<file path="src/rtl/ldl_pkg.sv">
// Shared types for the ldl skid-buffered library blocks.
package ldl_pkg;

   // Occupancy of a one-register-plus-skid output stage.
   typedef enum logic [1:0] {
      EMPTY = 2'd0,
      ONE   = 2'd1,
      TWO   = 2'd2
   } ldl_skid_state_e;

endpackage

</file>
<file path="src/rtl/ldl_bin2hot_comb.sv">
// Pure combinational binary-to-one-hot decoder with out-of-range flag.
module ldl_bin2hot_comb #(
   parameter int unsigned BIN_WIDTH = 4,
   parameter int unsigned HOT_WIDTH = 1 << BIN_WIDTH
) (
   input  logic [BIN_WIDTH-1:0] bin,
   output logic [HOT_WIDTH-1:0] hot,
   output logic                 oor
);

   // One bit per in-range index; out-of-range indices light nothing.
   always_comb begin
      hot = '0;
      for (int unsigned j = 0; j < HOT_WIDTH; j++) begin
         hot[j] = (bin == BIN_WIDTH'(j));
      end
      // Widen by one bit so HOT_WIDTH == 2**BIN_WIDTH is representable.
      oor = ({1'b0, bin} >= (BIN_WIDTH + 1)'(HOT_WIDTH));
   end

endmodule

</file>
<file path="src/rtl/ldl_bin2hot_pipe_v1.sv">
// Streaming binary-to-one-hot decoder, 1-cycle latency, full throughput.
// A skid entry keeps in_ready registered and free of any path from out_ready.
// Optional out_err port (out-of-range source index) enabled by LDL_BIN2HOT_ERR_EN.
module ldl_bin2hot_pipe_v1
   import ldl_pkg::*;
#(
   parameter int unsigned BIN_WIDTH = 4,
   parameter int unsigned HOT_WIDTH = 1 << BIN_WIDTH
) (
   input  logic                 clk,
   input  logic                 rst_n,
   input  logic                 in_valid,
   output logic                 in_ready,
   input  logic [BIN_WIDTH-1:0] in_bin,
   output logic                 out_valid,
   input  logic                 out_ready,
   output logic [HOT_WIDTH-1:0] out_hot
`ifdef LDL_BIN2HOT_ERR_EN
   ,
   output logic                 out_err
`endif
);

   logic [HOT_WIDTH-1:0] dec_hot;
   logic                 dec_oor;

   ldl_bin2hot_comb #(
      .BIN_WIDTH(BIN_WIDTH),
      .HOT_WIDTH(HOT_WIDTH)
   ) u_dec (
      .bin(in_bin),
      .hot(dec_hot),
      .oor(dec_oor)
   );

   ldl_skid_state_e      state_q, state_d;
   logic                 out_valid_q, out_valid_d;
   logic                 in_ready_q, in_ready_d;
   logic [HOT_WIDTH-1:0] out_hot_q, out_hot_d;
   logic [HOT_WIDTH-1:0] skid_hot_q, skid_hot_d;
`ifdef LDL_BIN2HOT_ERR_EN
   logic                 out_err_q, out_err_d;
   logic                 skid_err_q, skid_err_d;
`endif

   logic in_fire, out_fire;
   assign in_fire  = in_valid && in_ready_q;
   assign out_fire = out_valid_q && out_ready;

   // Decoder sanity: an out-of-range index must never produce a set bit.
   always_comb begin
      if (dec_oor) begin
         assert (dec_hot == '0);
      end
   end

   // Next-state for the occupancy FSM, output register and skid entry.
   always_comb begin
      state_d    = state_q;
      out_hot_d  = out_hot_q;
      skid_hot_d = skid_hot_q;
`ifdef LDL_BIN2HOT_ERR_EN
      out_err_d  = out_err_q;
      skid_err_d = skid_err_q;
`endif
      unique case (state_q)
         EMPTY: begin
            if (in_fire) begin
               state_d   = ONE;
               out_hot_d = dec_hot;
`ifdef LDL_BIN2HOT_ERR_EN
               out_err_d = dec_oor;
`endif
            end
         end
         ONE: begin
            if (in_fire && out_fire) begin
               out_hot_d = dec_hot;
`ifdef LDL_BIN2HOT_ERR_EN
               out_err_d = dec_oor;
`endif
            end else if (in_fire) begin
               state_d    = TWO;
               skid_hot_d = dec_hot;
`ifdef LDL_BIN2HOT_ERR_EN
               skid_err_d = dec_oor;
`endif
            end else if (out_fire) begin
               state_d = EMPTY;
            end
         end
         TWO: begin
            // in_ready is low here, so only the output side can move.
            if (out_fire) begin
               state_d   = ONE;
               out_hot_d = skid_hot_q;
`ifdef LDL_BIN2HOT_ERR_EN
               out_err_d = skid_err_q;
`endif
            end
         end
         default: state_d = EMPTY;
      endcase
      out_valid_d = (state_d != EMPTY);
      in_ready_d  = (state_d != TWO);
   end

   // State and registered handshake outputs; reset discards both entries.
   always_ff @(posedge clk or negedge rst_n) begin
      if (!rst_n) begin
         state_q     <= EMPTY;
         out_valid_q <= 1'b0;
         in_ready_q  <= 1'b1;
         out_hot_q   <= '0;
         skid_hot_q  <= '0;
`ifdef LDL_BIN2HOT_ERR_EN
         out_err_q   <= 1'b0;
         skid_err_q  <= 1'b0;
`endif
      end else begin
         state_q     <= state_d;
         out_valid_q <= out_valid_d;
         in_ready_q  <= in_ready_d;
         out_hot_q   <= out_hot_d;
         skid_hot_q  <= skid_hot_d;
`ifdef LDL_BIN2HOT_ERR_EN
         out_err_q   <= out_err_d;
         skid_err_q  <= skid_err_d;
`endif
      end
   end

   assign in_ready  = in_ready_q;
   assign out_valid = out_valid_q;
   assign out_hot   = out_hot_q;
`ifdef LDL_BIN2HOT_ERR_EN
   assign out_err   = out_err_q;
`endif

endmodule

</file>
<file path="config.mk">
export PLATFORM = sky130hd
export DESIGN_NAME = ldl_bin2hot_pipe_v1
export DESIGN_NICKNAME = d
export VERILOG_FILES = /design/src/rtl/ldl_pkg.sv /design/src/rtl/ldl_bin2hot_comb.sv /design/src/rtl/ldl_bin2hot_pipe_v1.sv
export SDC_FILE = /design/constraint.sdc
export NUM_CORES = 1
export LEC_CHECK = 0
export CAP_MARGIN = 20
export CORE_MARGIN = 2
export CORE_UTILIZATION = 47
export DETAILED_ROUTE_END_ITERATION = 8
export PLACE_DENSITY_LB_ADDON = 0.1
export REMOVE_ABC_BUFFERS = 1
export SETUP_SLACK_MARGIN = 0.1
export SLEW_MARGIN = 15
export SYNTH_ARGS = -nofsm -noshare
export SYNTH_HDL_FRONTEND = slang
export SYNTH_SLANG_ARGS = --single-unit
</file>
<file path="constraint.sdc">
create_clock -name clk -period 2.1 [get_ports clk]
set_input_delay 0.315 -clock clk [delete_from_list [all_inputs] [get_ports clk]]
set_output_delay 0.315 -clock clk [all_outputs]
set_load 0.01 [all_outputs]
</file>
=== Yosys cells after proc, flatten, opt, wreduce, memory -nomap -nowiden ===
Index checks and enable logic that the tools add are counted.

* Register bits: 36
* Input bits: 8
* Output and inout bits: 18
* Word-level logic and storage cells: 46

* Equal/unequal tests: 21
* Muxes and demuxes: 10
* Bitwise gates (word level): 1
* Reduce and logical (&&, ||, !) cells: 9

{| class="wikitable"
|+ Operators with widths
! operator !! count
|-
| 16-bit 2-to-1 mux || 3
|-
| 16-bit case mux with 3 select lines || 1
|-
| 4-bit == test (second input constant) || 8
|-
| 4-bit by 3-bit == test with 1-bit output (second input constant) || 4
|-
| 2-bit 2-to-1 mux || 5
|-
| 4-bit by 2-bit == test with 1-bit output (second input constant) || 2
|-
| 2-bit inequality test (second input constant) || 4
|-
| 2-bit case mux with 3 select lines || 1
|-
| 4-bit by 1-bit == test with 1-bit output (second input constant) || 1
|-
| 4-bit logical NOT || 1
|-
| 4-bit AND reduction || 1
|-
| 1-bit logical AND || 3
|-
| 3-bit AND reduction || 1
|-
| 3-bit nonzero test || 1
|-
| 2-bit by 1-bit == test with 1-bit output (second input constant) || 1
|-
| 2-bit == test (second input constant) || 1
|-
| 2-bit logical NOT || 1
|-
| 2-bit nonzero test || 1
|-
| 1-bit NOT || 1
|}

=== Longest topological paths before layout ===
Gate-level depths: netlist of run 1.

* Word-level depth: 6
* Mapped depth: 5

=== Cells and area by module ===
Synthesis of run 1 repeated with hierarchy kept, for this count alone.

* Cells, all modules: 127
* Area, all modules: 1925.6 µm²

{| class="wikitable"
|+ By module, submodules not included
! module !! times used !! cells each !! area each (µm²)
|-
| ldl_bin2hot_pipe_v1 || 1 || 105 || 1687.9
|-
| ldl_bin2hot_comb || 1 || 22 || 237.7
|}

=== Worst setup path after synthesis of run 1 ===
No wires, ideal clock.

* Path kind: reg2reg
* Start point: reg in_ready_q (netlist: in_ready)
* End point: reg out_hot_q[6] (netlist: out_hot[6])
* Data arrival time: 1592 ps
* Required time: 1975 ps
* Setup slack: 383 ps
* Stages on the path, launching flop included: 5
* Path buffers: 1
* Clock period less this slack: 1717 ps
* Path through: dfstp_2 nand2_1 o32ai_4 buf_6 mux2_2

* Cells in the longest elaborated chain, start to end: 4
* Elaborated cells on any way between the ends: 5
* Those cells by class: eq/ne: 2; reduce/logical: 3

{| class="wikitable"
|+ RTL lines
! what !! line !! text
|-
| from (decl) || ldl_bin2hot_pipe_v1.sv:38 || <nowiki>logic in_ready_q, in_ready_d;</nowiki>
|-
| from (signal assigned) || ldl_bin2hot_pipe_v1.sv:123 || <nowiki>in_ready_q <= in_ready_d;</nowiki>
|-
| 1-bit logical AND * || ldl_bin2hot_pipe_v1.sv:47 || <nowiki>assign in_fire = in_valid && in_ready_q;</nowiki>
|-
| 1-bit logical AND || ldl_bin2hot_pipe_v1.sv:77 || <nowiki>if (in_fire && out_fire) begin</nowiki>
|-
| 2-bit inequality test (no line) || - ||
|-
| 4-bit AND reduction (no line) * || - ||
|-
| to (signal assigned) || ldl_bin2hot_pipe_v1.sv:124 || <nowiki>out_hot_q <= out_hot_d;</nowiki>
|-
| to (decl) || ldl_bin2hot_pipe_v1.sv:39 || <nowiki>logic [HOT_WIDTH-1:0] out_hot_q, out_hot_d;</nowiki>
|}

Every way passes the cells marked *; elsewhere a longest branch is shown, timed or not.
A chain may end at the register's enable or synchronous reset.

=== Worst setup path after layout of run 1 ===
* Start point: in in_bin[0]
* End point: reg out_hot_q[3] (netlist: out_hot[3])

* Cells in the longest elaborated chain, start to end: 3
* Elaborated cells on any way between the ends: 4
* Those cells by class: eq/ne: 1; mux: 3

{| class="wikitable"
|+ RTL lines
! what !! line !! text
|-
| from (decl) || ldl_bin2hot_pipe_v1.sv:14 || <nowiki>input logic [BIN_WIDTH-1:0] in_bin,</nowiki>
|-
| 4-bit by 2-bit == test with 1-bit output * || ldl_bin2hot_comb.sv:15 || <nowiki>hot[j] = (bin == BIN_WIDTH'(j));</nowiki>
|-
| 16-bit 2-to-1 mux (on tied branches) || ldl_bin2hot_pipe_v1.sv:77, ldl_bin2hot_pipe_v1.sv:68 ||
|-
| 16-bit case mux with 3 select lines * || ldl_bin2hot_pipe_v1.sv:66 || <nowiki>unique case (state_q)</nowiki>
|}

Every way passes the cells marked *; elsewhere a longest branch is shown, timed or not. The select of a mux whose other input is x is not followed.

==> results of run 1 <==
==> routing by layer <==
layer | share of wire | global-route usage | wire length [um]
met5 | 0 | 0 | 0
met3 | 0.030 | 0.0456 | 97
met1 | 0.47 | 0.213 | 1500
met4 | 0.013 | 0.0536 | 40
met2 | 0.49 | 0.269 | 1560
==> flip-flops by register name, summed over array words and instances, names as in the netlist <==
register    count
in_ready        1
state_q         2
out_hot        16
skid_hot_q     16
out_valid       1
==> cell type report <==
| cell class | count | area [sq um] |
|---|---|---|
| flip-flops and latches | 36 | 902 |
| clock buffers | 8 | 100 |
| repair buffers | 28 | 273 |
| fillers | 309 | 1510 |
| well taps | 48 | 60.1 |
| multi-input cells | 80 | 875 |
==> synthesized netlist by cell type (2+ instances only) <==
| master | count | area share |
|---|---|---|
| mux2_2 | 34 | 0.21 |
| a21oi_1 | 3 | 0.0081 |
| dfrtp_1 | 35 | 0.48 |
| nand2_1 | 3 | 0.0061 |
| mux2_4 | 14 | 0.11 |
| nor4bb_1 | 6 | 0.033 |
| buf_6 | 2 | 0.012 |
| nor4b_1 | 4 | 0.019 |
| clkbuf_1 | 3 | 0.0061 |
| and4b_1 | 4 | 0.022 |
==> power by group through the flow <==
stage	registers [mW]	clock network (mW)	logic, mW
after floorplan	1.10	0	0.523
after detailed placement	1.07	0	0.950
final	1.06	0.536	0.939
after global placement	1.05	0	0.933
after global routing	1.09	0.594	1.01
after CTS	1.06	0.555	0.956
==> critical path, delay by kind of cell <==
family | cells | cell delay (ps)
buffers and inverters | 1 | 760
muxes | 2 | 370
and+or+nand+nor | 1 | 550
==> logic make-up (layout without fill, tap and decap cells) <==
logic type             count (synthesis)  after routing  share of synthesized area
AND/OR/NAND/NOR                       23             23                      0.107
multiplexers                          49             49                      0.327
AO/OA/AOI/OAI                          8              8                     0.0401
flip-flops                            36             36                      0.489
buffers and inverters                  8             36                     0.0360
==> how the worst min path moves through the flow <==
| stage | from | to | slack (ps) | cells past startpoint |
|---|---|---|---|---|
| floorplan | rst_n | out_hot[0] | 20 | 0 |
| global placement | state_q[0] | state_q[0] | 480 | 1 |
| detailed placement | skid_hot_q[5] | skid_hot_q[5] | 490 | 1 |
| CTS | rst_n | skid_hot_q[4] | 460 | 2 |
| global route | rst_n | out_hot[12] | 500 | 2 |
| finish | rst_n | out_hot[12] | 450 | 2 |
==> layout by cell type, fill, tap and decap left out, drive strengths merged <==
cell type,instances
mux2,48
a21oi,3
dfstp,1
mux2i,1
nor4b,4
o22ai,1
and4,1
and2,1
nor4bb,6
clkdlybuf4s50,25
nor4,1
clkbuf,8
nand2,4
a21o,1
a21boi,1
and4b,4
and3b,1
o32ai,1
buf,3
nand2b,1
o21ai,1
dfrtp,35
==> per-stage QoR <==
step / setup slack [ps] / instance area (sq um)
global route: 251 / 2210
detailed placement: 86.2 / 2110
CTS: 388 / 2210
finish: 328 / 2210
global placement: 157 / 2110
floorplan: 254 / 1780
==> flow_summary.json, run 1 <==
{
  "setup_tns_ps": 0,
  "fin_hold_ws_ps": 451,
  "holdBufCountCts": 0,
  "firstDrtPassIters": 4,
  "htree_levels": 2,
  "switchingPower_uw": 742,
  "power_mw": 2.53,
  "die_width_um": 66.6,
  "reg2reg_to": "out_hot[7]",
  "clock_power_share": 0.212,
  "start_kind": "input port",
  "synth-main-ff-cell": "dfrtp_1",
  "place_congestion": 0.697,
  "synth_seq_area_share": 0.489,
  "min_period_over_period": 0.844,
  "cts-root-buf": "clkbuf_8",
  "post_cts_buffers": 0,
  "drtIter0Drc": 53,
  "cellLeakagePower_nw": 1.05,
  "pwr-share-comb": 0.371,
  "avgViaCountPerCell": 5.49,
  "status": "completed",
  "grt_pass1_wl_um": 5420,
  "synth_edf_count": 0,
  "period_needed_ps": 1770,
  "power.share.switching": 0.293,
  "path_cells": "clkdlybuf4s50_1 > nor4bb_1 > mux2_2 > mux2_2",
  "critical_path.max_stage_delay_ps": 760,
  "crit_fanout": 16,
  "endpoint_kind": "register",
  "final_max_slew_viol_count": 0,
  "wl_per_cell_um": 16.0,
  "ant_nets": 0,
  "critPathMostFrequentCell": "mux2_2",
  "n_antenna_cell": 0,
  "critPathLaunch": "in_bin[0]",
  "min_path_type": "in2async",
  "design.die.area_sq_um": 4440,
  "drv_cap": 0,
  "clock_path_buffers": 2,
  "required_ps": 2330,
  "grt_overflow": 0,
  "p_int_mw": 1.79,
  "yosysUniqueCellTypes": 26,
  "crit_type": "in2reg",
  "tightest_slew_ps": 496,
  "rsz0062_at_grt": "false",
  "p_per_area_nw_per_um2": 1150,
  "start_util": 0.496,
  "die_h_um": 66.6,
  "wl_um": 3200,
  "ys_warn_count": 0,
  "peakVddDrop_uv": 657,
  "max_freq_mhz": 564,
  "setup_viol": 0,
  "post_cts_resized": 0,
  "drive_gt1_frac": 0.428,
  "place_hpwl_um": 2120,
  "netlist_instances": 124,
  "avgSynthCellArea_sq_um": 14.9,
  "worst-r2r-cell-count": 4,
  "synth-async-reset-ratio": 1.00,
  "fin_util": 0.595,
  "cp.arrival_ps": 2000,
  "rows": 22,
  "grt_max_degree": 37,
  "cp_slowest_cell": "clkdlybuf4s50_1",
  "finClkSkew_ps": 4.90,
  "core_area_sq_um": 3720,
  "grt_antenna_before_repair": 0,
  "first_global_vias": 1128,
  "ios": 26,
  "max_slew_margin": 0.665,
  "drc": 0,
  "rrSetupSlack_ps": 420,
  "vias": 1098,
  "seq_power_share": 0.417,
  "hold_violations": 0,
  "clk_pin_slew_ps": 70,
  "grt_usage": 0.165,
  "dp.cells": 192,
  "layout.nets": 159,
  "r2r-start": "state_q[1]",
  "numPortBuffers": 25,
  "crit_end": "out_hot[3]",
  "clkLatencyLatePin_ps": 280,
  "synth-seq-cells": 36,
  "synth_area_sq_um": 1840,
  "area_growth_pct": 19.9,
  "cts_tree": "yes",
  "final_cells": 200,
  "numCtsBuffers": 5,
  "cts.sinks": 36
}
No activity file was read; power rests on OpenSTA's default activity.
==> inputs of run 2 (changes only) <==
Clock period 2.1 ns to 1.6 ns, I/O delays scaled along.
==> run 2 against run 1 <==
Hold slack lost 110 ps. Die area unchanged. Highest routed layer unchanged. Worst setup slack got worse by 280 ps. Register-to-register slack lost 370 ps.
==> flow_summary.json, run 2 (same netlist as run 1, synthesis figures left out) <==
{
  "wl_per_cell_um": 16.0,
  "max_slew_margin": 0.732,
  "final_cells": 221,
  "clk_pin_slew_ps": 70,
  "finClkSkew_ps": 0.811,
  "cp.arrival_ps": 1720,
  "vias": 1186,
  "ant_nets": 0,
  "critical_path.max_stage_delay_ps": 400,
  "final_area_sq_um": 2490,
  "cp.buffers_inverters": 2,
  "grt_overflow": 0,
  "hold_violations": 0,
  "clock_path_buffers": 2,
  "rrSetupSlack_ps": 50,
  "firstDrtPassIters": 4,
  "core_area_sq_um": 3720,
  "crit_fanout": 8,
  "grt_max_degree": 20,
  "holdBufCountCts": 0,
  "setup_viol": 0,
  "met2_usage": 0.293,
  "grt_util_met1": 0.239,
  "drc": 0,
  "start_kind": "register",
  "ios": 26,
  "cellLeakagePower_nw": 1.20,
  "fin_hold_ws_ps": 346,
  "start_util": 0.496,
  "first_global_vias": 1258,
  "htree_levels": 2,
  "path_cells": "a21boi_4 > o32ai_4 > buf_6 > buf_12 > mux2_4",
  "wl_um": 3530,
  "place_congestion": 0.689,
  "cts.sinks": 36,
  "grt_pass1_wl_um": 6060,
  "rows": 22,
  "design.die.area_sq_um": 4440,
  "cts-root-buf": "clkbuf_8",
  "period_needed_ps": 1550,
  "die_h_um": 66.6,
  "clkLatencyLatePin_ps": 280,
  "tightest_slew_ps": 396,
  "cp_slowest_cell": "dfrtp_1",
  "endpoint_kind": "register",
  "mostFrequentLayoutCells": "dfrtp_1, mux2_4, mux2_2, clkdlybuf4s50_1, buf_4",
  "cp_top_family": "compound AO/OA/AOI/OAI gates",
  "n_antenna_cell": 0,
  "numPortBuffers": 25,
  "met3_usage": 0.0608,
  "status": "completed",
  "crit_type": "reg2reg",
  "die_width_um": 66.6,
  "power_mw": 3.67,
  "drv_cap": 0,
  "setup_ws_ps": 45.5,
  "min_path_type": "in2async",
  "numCtsBuffers": 5,
  "drtIter0Drc": 50,
  "place_hpwl_um": 2340,
  "grt.busiest_layer": "met2",
  "dp_worst_setup_slack_ps": -233,
  "grt_usage": 0.186,
  "avgViaCountPerCell": 5.37,
  "required_ps": 1770,
  "grt_antenna_before_repair": 0,
  "area_growth_pct": 35.0,
  "p_per_area_nw_per_um2": 1470,
  "final_max_slew_viol_count": 0,
  "place_area_sq_um": 2270,
  "layout.nets": 180,
  "rsz0062_at_grt": "true",
  "max_freq_mhz": 643,
  "cts_tree": "yes",
  "layout.cells.most_common": "dfrtp_1",
  "drive_gt1_frac": 0.514,
  "peakVddDrop_uv": 830,
  "min_period_over_period": 0.972,
  "dp.cells": 208
}
run 2: cell count changes in the layout (fill, tap and decap cells not counted), sizes merged:
| cell | previous run | this run |
|---|---|---|
| dlygate4sd2 | 0 | 2 |
| clkdlybuf4s50 | 25 | 22 |
| dlymetal6s2s | 0 | 1 |
| buf | 3 | 24 |
run 2: worst register-to-register path, delay by kind of cell, from the launching register on:
family          cells  cell delay, ps
buf+inv             2             280
flops               1             400
mux                 1             310
compound gates      2             450
run 2: path summary, 6_finish.rpt:
path | start | to | cells after the start
setup reg to reg | state_q[0] | out_hot[4] | 5
max in group asynchronous | rst_n | in_ready | 2
setup / recovery | state_q[0] | out_hot[4] | 5
hold / removal | rst_n | state_q[1] | 2
min in group clk | skid_hot_q[1] | skid_hot_q[1] | 1
hold reg to reg | skid_hot_q[1] | skid_hot_q[1] | 1
run 2: layout make-up:
cell class                 count  area (sq um)
tap                           48          60.1
timing repair buffer          49           495
multi-input combinational     80           938
clock buffer                   8          90.1
fill                         289          1230
sequential                    36           903
run 2: repair_timing:
item / 4_1_cts / 5_1_grt
cloned: 1 / 0
pin swaps: 1 / 1
setup buffers: 3 / 1
endpoints found under the setup margin: 17 / 25
resized for setup: 17 / 5
run 2: metrics by stage:
stage	TNS [ps]	util
finish	0	0.669
global route	-48.7	0.669
CTS	0	0.661
detailed placement	-5070	0.610
global placement	-4280	0.610
floorplan	-3550	-
run 2: per-layer routing:
metal	part of all wire	vias up
li1	-	562
met1	0.45	598
met2	0.50	21
met3	0.037	5
met4	0.015	0
met5	0	-
run 2: where the power goes:
part / switching (mW) / internal, mW / total, mW
combinational: 0.580 / 1.03 / 1.61
clock: 0.307 / 0.351 / 0.658
sequential: 0.184 / 1.21 / 1.40
total: 1.07 / 2.60 / 3.67
==> inputs of run 3 (changes only) <==
Settings changed: SYNTH_HIERARCHICAL set to 1.
==> run 3 against run 2 <==
The run now ends with negative setup slack left. Via count increased by 3.0%. Register-to-register slack got worse by 50 ps. Global-route usage increased by 0.17 points. Cell count increased by 0.90%. Critical path type unchanged. Combinational power increased by 3%. Sequential power about the same. Synthesized cell count increased by 0.81%. Core utilization decreased by 2.2 points. Largest cell class unchanged. Die area increased by 3.6%. Non-clock buffer count decreased by 2.
==> flow_summary.json, run 3 <==
{
  "rsz0062_at_grt": "true",
  "first_global_vias": 1268,
  "drc": 0,
  "rrSetupSlack_ps": -3,
  "ant_nets": 0,
  "period_needed_ps": 1600,
  "status": "complete, but fails checks",
  "crit_fanout": 6,
  "drv_cap": 0,
  "grt_usage": 0.188,
  "drive_gt1_frac": 0.549,
  "cellLeakagePower_nw": 1.22,
  "max_slew_margin": 0.784,
  "setup_viol": 5,
  "clock_path_buffers": 2,
  "firstDrtPassIters": 4,
  "clkLatencyLatePin_ps": 280,
  "setup_ws_ps": -3.29,
  "design.die.area_sq_um": 4600,
  "vias": 1221,
  "grt_overflow": 0,
  "wl_per_cell_um": 18.5,
  "finClkSkew_ps": 3.67,
  "ios": 26,
  "place_area_sq_um": 2330,
  "netlist_instances": 125,
  "grt_max_degree": 37,
  "peakVddDrop_uv": 648,
  "cts_tree": "yes",
  "avgSynthCellArea_sq_um": 15.3,
  "final_cells": 223,
  "core_area_sq_um": 3970,
  "grt_antenna_before_repair": 0,
  "endpoint_kind": "register",
  "p_per_area_nw_per_um2": 1460,
  "final_max_slew_viol_count": 0,
  "cts.sinks": 36,
  "cp.arrival_ps": 1780,
  "final_area_sq_um": 2570,
  "max_freq_mhz": 624,
  "n_antenna_cell": 0,
  "layout.cells.most_common": "dfrtp_1",
  "start_util": 0.482,
  "place_hpwl_um": 2490,
  "reg2reg_to": "out_hot[4]",
  "wl_um": 4120,
  "htree_levels": 2,
  "synth_area_sq_um": 1910,
  "tightest_slew_ps": 323,
  "nFillCells": 305,
  "avgViaCountPerCell": 5.48,
  "drtIter0Drc": 51,
  "place_congestion": 0.742,
  "grt_pass1_wl_um": 6250,
  "power_mw": 3.75,
  "die_h_um": 67.8,
  "r2r-start": "state_q[0]",
  "worst-r2r-cell-count": 4,
  "die_width_um": 67.8,
  "holdBufCountCts": 0,
  "start_kind": "register",
  "cts-root-buf": "clkbuf_8",
  "violations": "negative setup slack",
  "layout.nets": 180,
  "required_ps": 1770,
  "crit_type": "reg2reg",
  "hold_violations": 0,
  "min_period_over_period": 1.00,
  "clk_pin_slew_ps": 70,
  "rows": 23,
  "min_path_type": "in2async",
  "mostFrequentLayoutCells": "dfrtp_1, mux2_4, clkdlybuf4s50_1, mux2_2, buf_4",
  "numPortBuffers": 25,
  "numCtsBuffers": 5,
  "ys_warn_count": 6,
  "dp.cells": 211,
  "area_growth_pct": 34.3
}
run 3: power breakdown:
| group | switching (mW) | internal (mW) | total, mW |
|---|---|---|---|
| clock | 0.314 | 0.351 | 0.665 |
| sequential | 0.208 | 1.22 | 1.43 |
| combinational | 0.654 | 1.00 | 1.66 |
run 3: what timing repair did:
action,in CTS,in global routing
endpoints found under the setup margin,21,33
pin swaps,1,3
setup buffers,1,1
gates resized for setup,10,26
cloned,1,1
run 3: stage by stage:
step,hold slack [ps],util,setup WS (ps),setup TNS (ps)
2_1_floorplan,-55.6,-,-278,-3880
3_3_place_gp,469,0.587,-247,-5810
3_5_place_dp,479,0.587,-296,-7080
4_1_cts,333,0.619,8.38,0
5_1_grt,334,0.647,-51.0,-581
6_report,331,0.647,-3.29,-4.62
run 3: worst max-delay path, stage by stage, from the launching register on:
cell and delay, ps:
dfrtp_2 450, a21boi_4 160, o32ai_4 360, buf_6 200, mux2_4 300
run 3: cell type report:
cell class	instances	area, sq um	area share
multi-input combinational	82	1020	0.397
sequential	36	906	0.352
timing repair buffer	47	492	0.191
clock buffer	8	90.1	0.0350
tap	50	62.6	0.0243
run 3: worst max-delay path by stage:
stage	startpoint	endpoint	cells after the start
global route	state_q[0]	out_hot[0]	4
global placement	out_ready	out_hot[9]	5
CTS	in_ready	out_hot[12]	4
detailed placement	out_ready	out_hot[12]	5
finish	state_q[0]	out_hot[4]	4
floorplan	in_ready	out_hot[10]	3
run 3: routing by layer:
layer	wire length, um	track usage	part of all wire	vias to the layer above
met5	0	0	0	-
met4	48	0.0600	0.012	0
met3	124	0.0510	0.030	7
met2	1990	0.309	0.48	20
met1	1950	0.242	0.47	625
li1	-	-	-	569
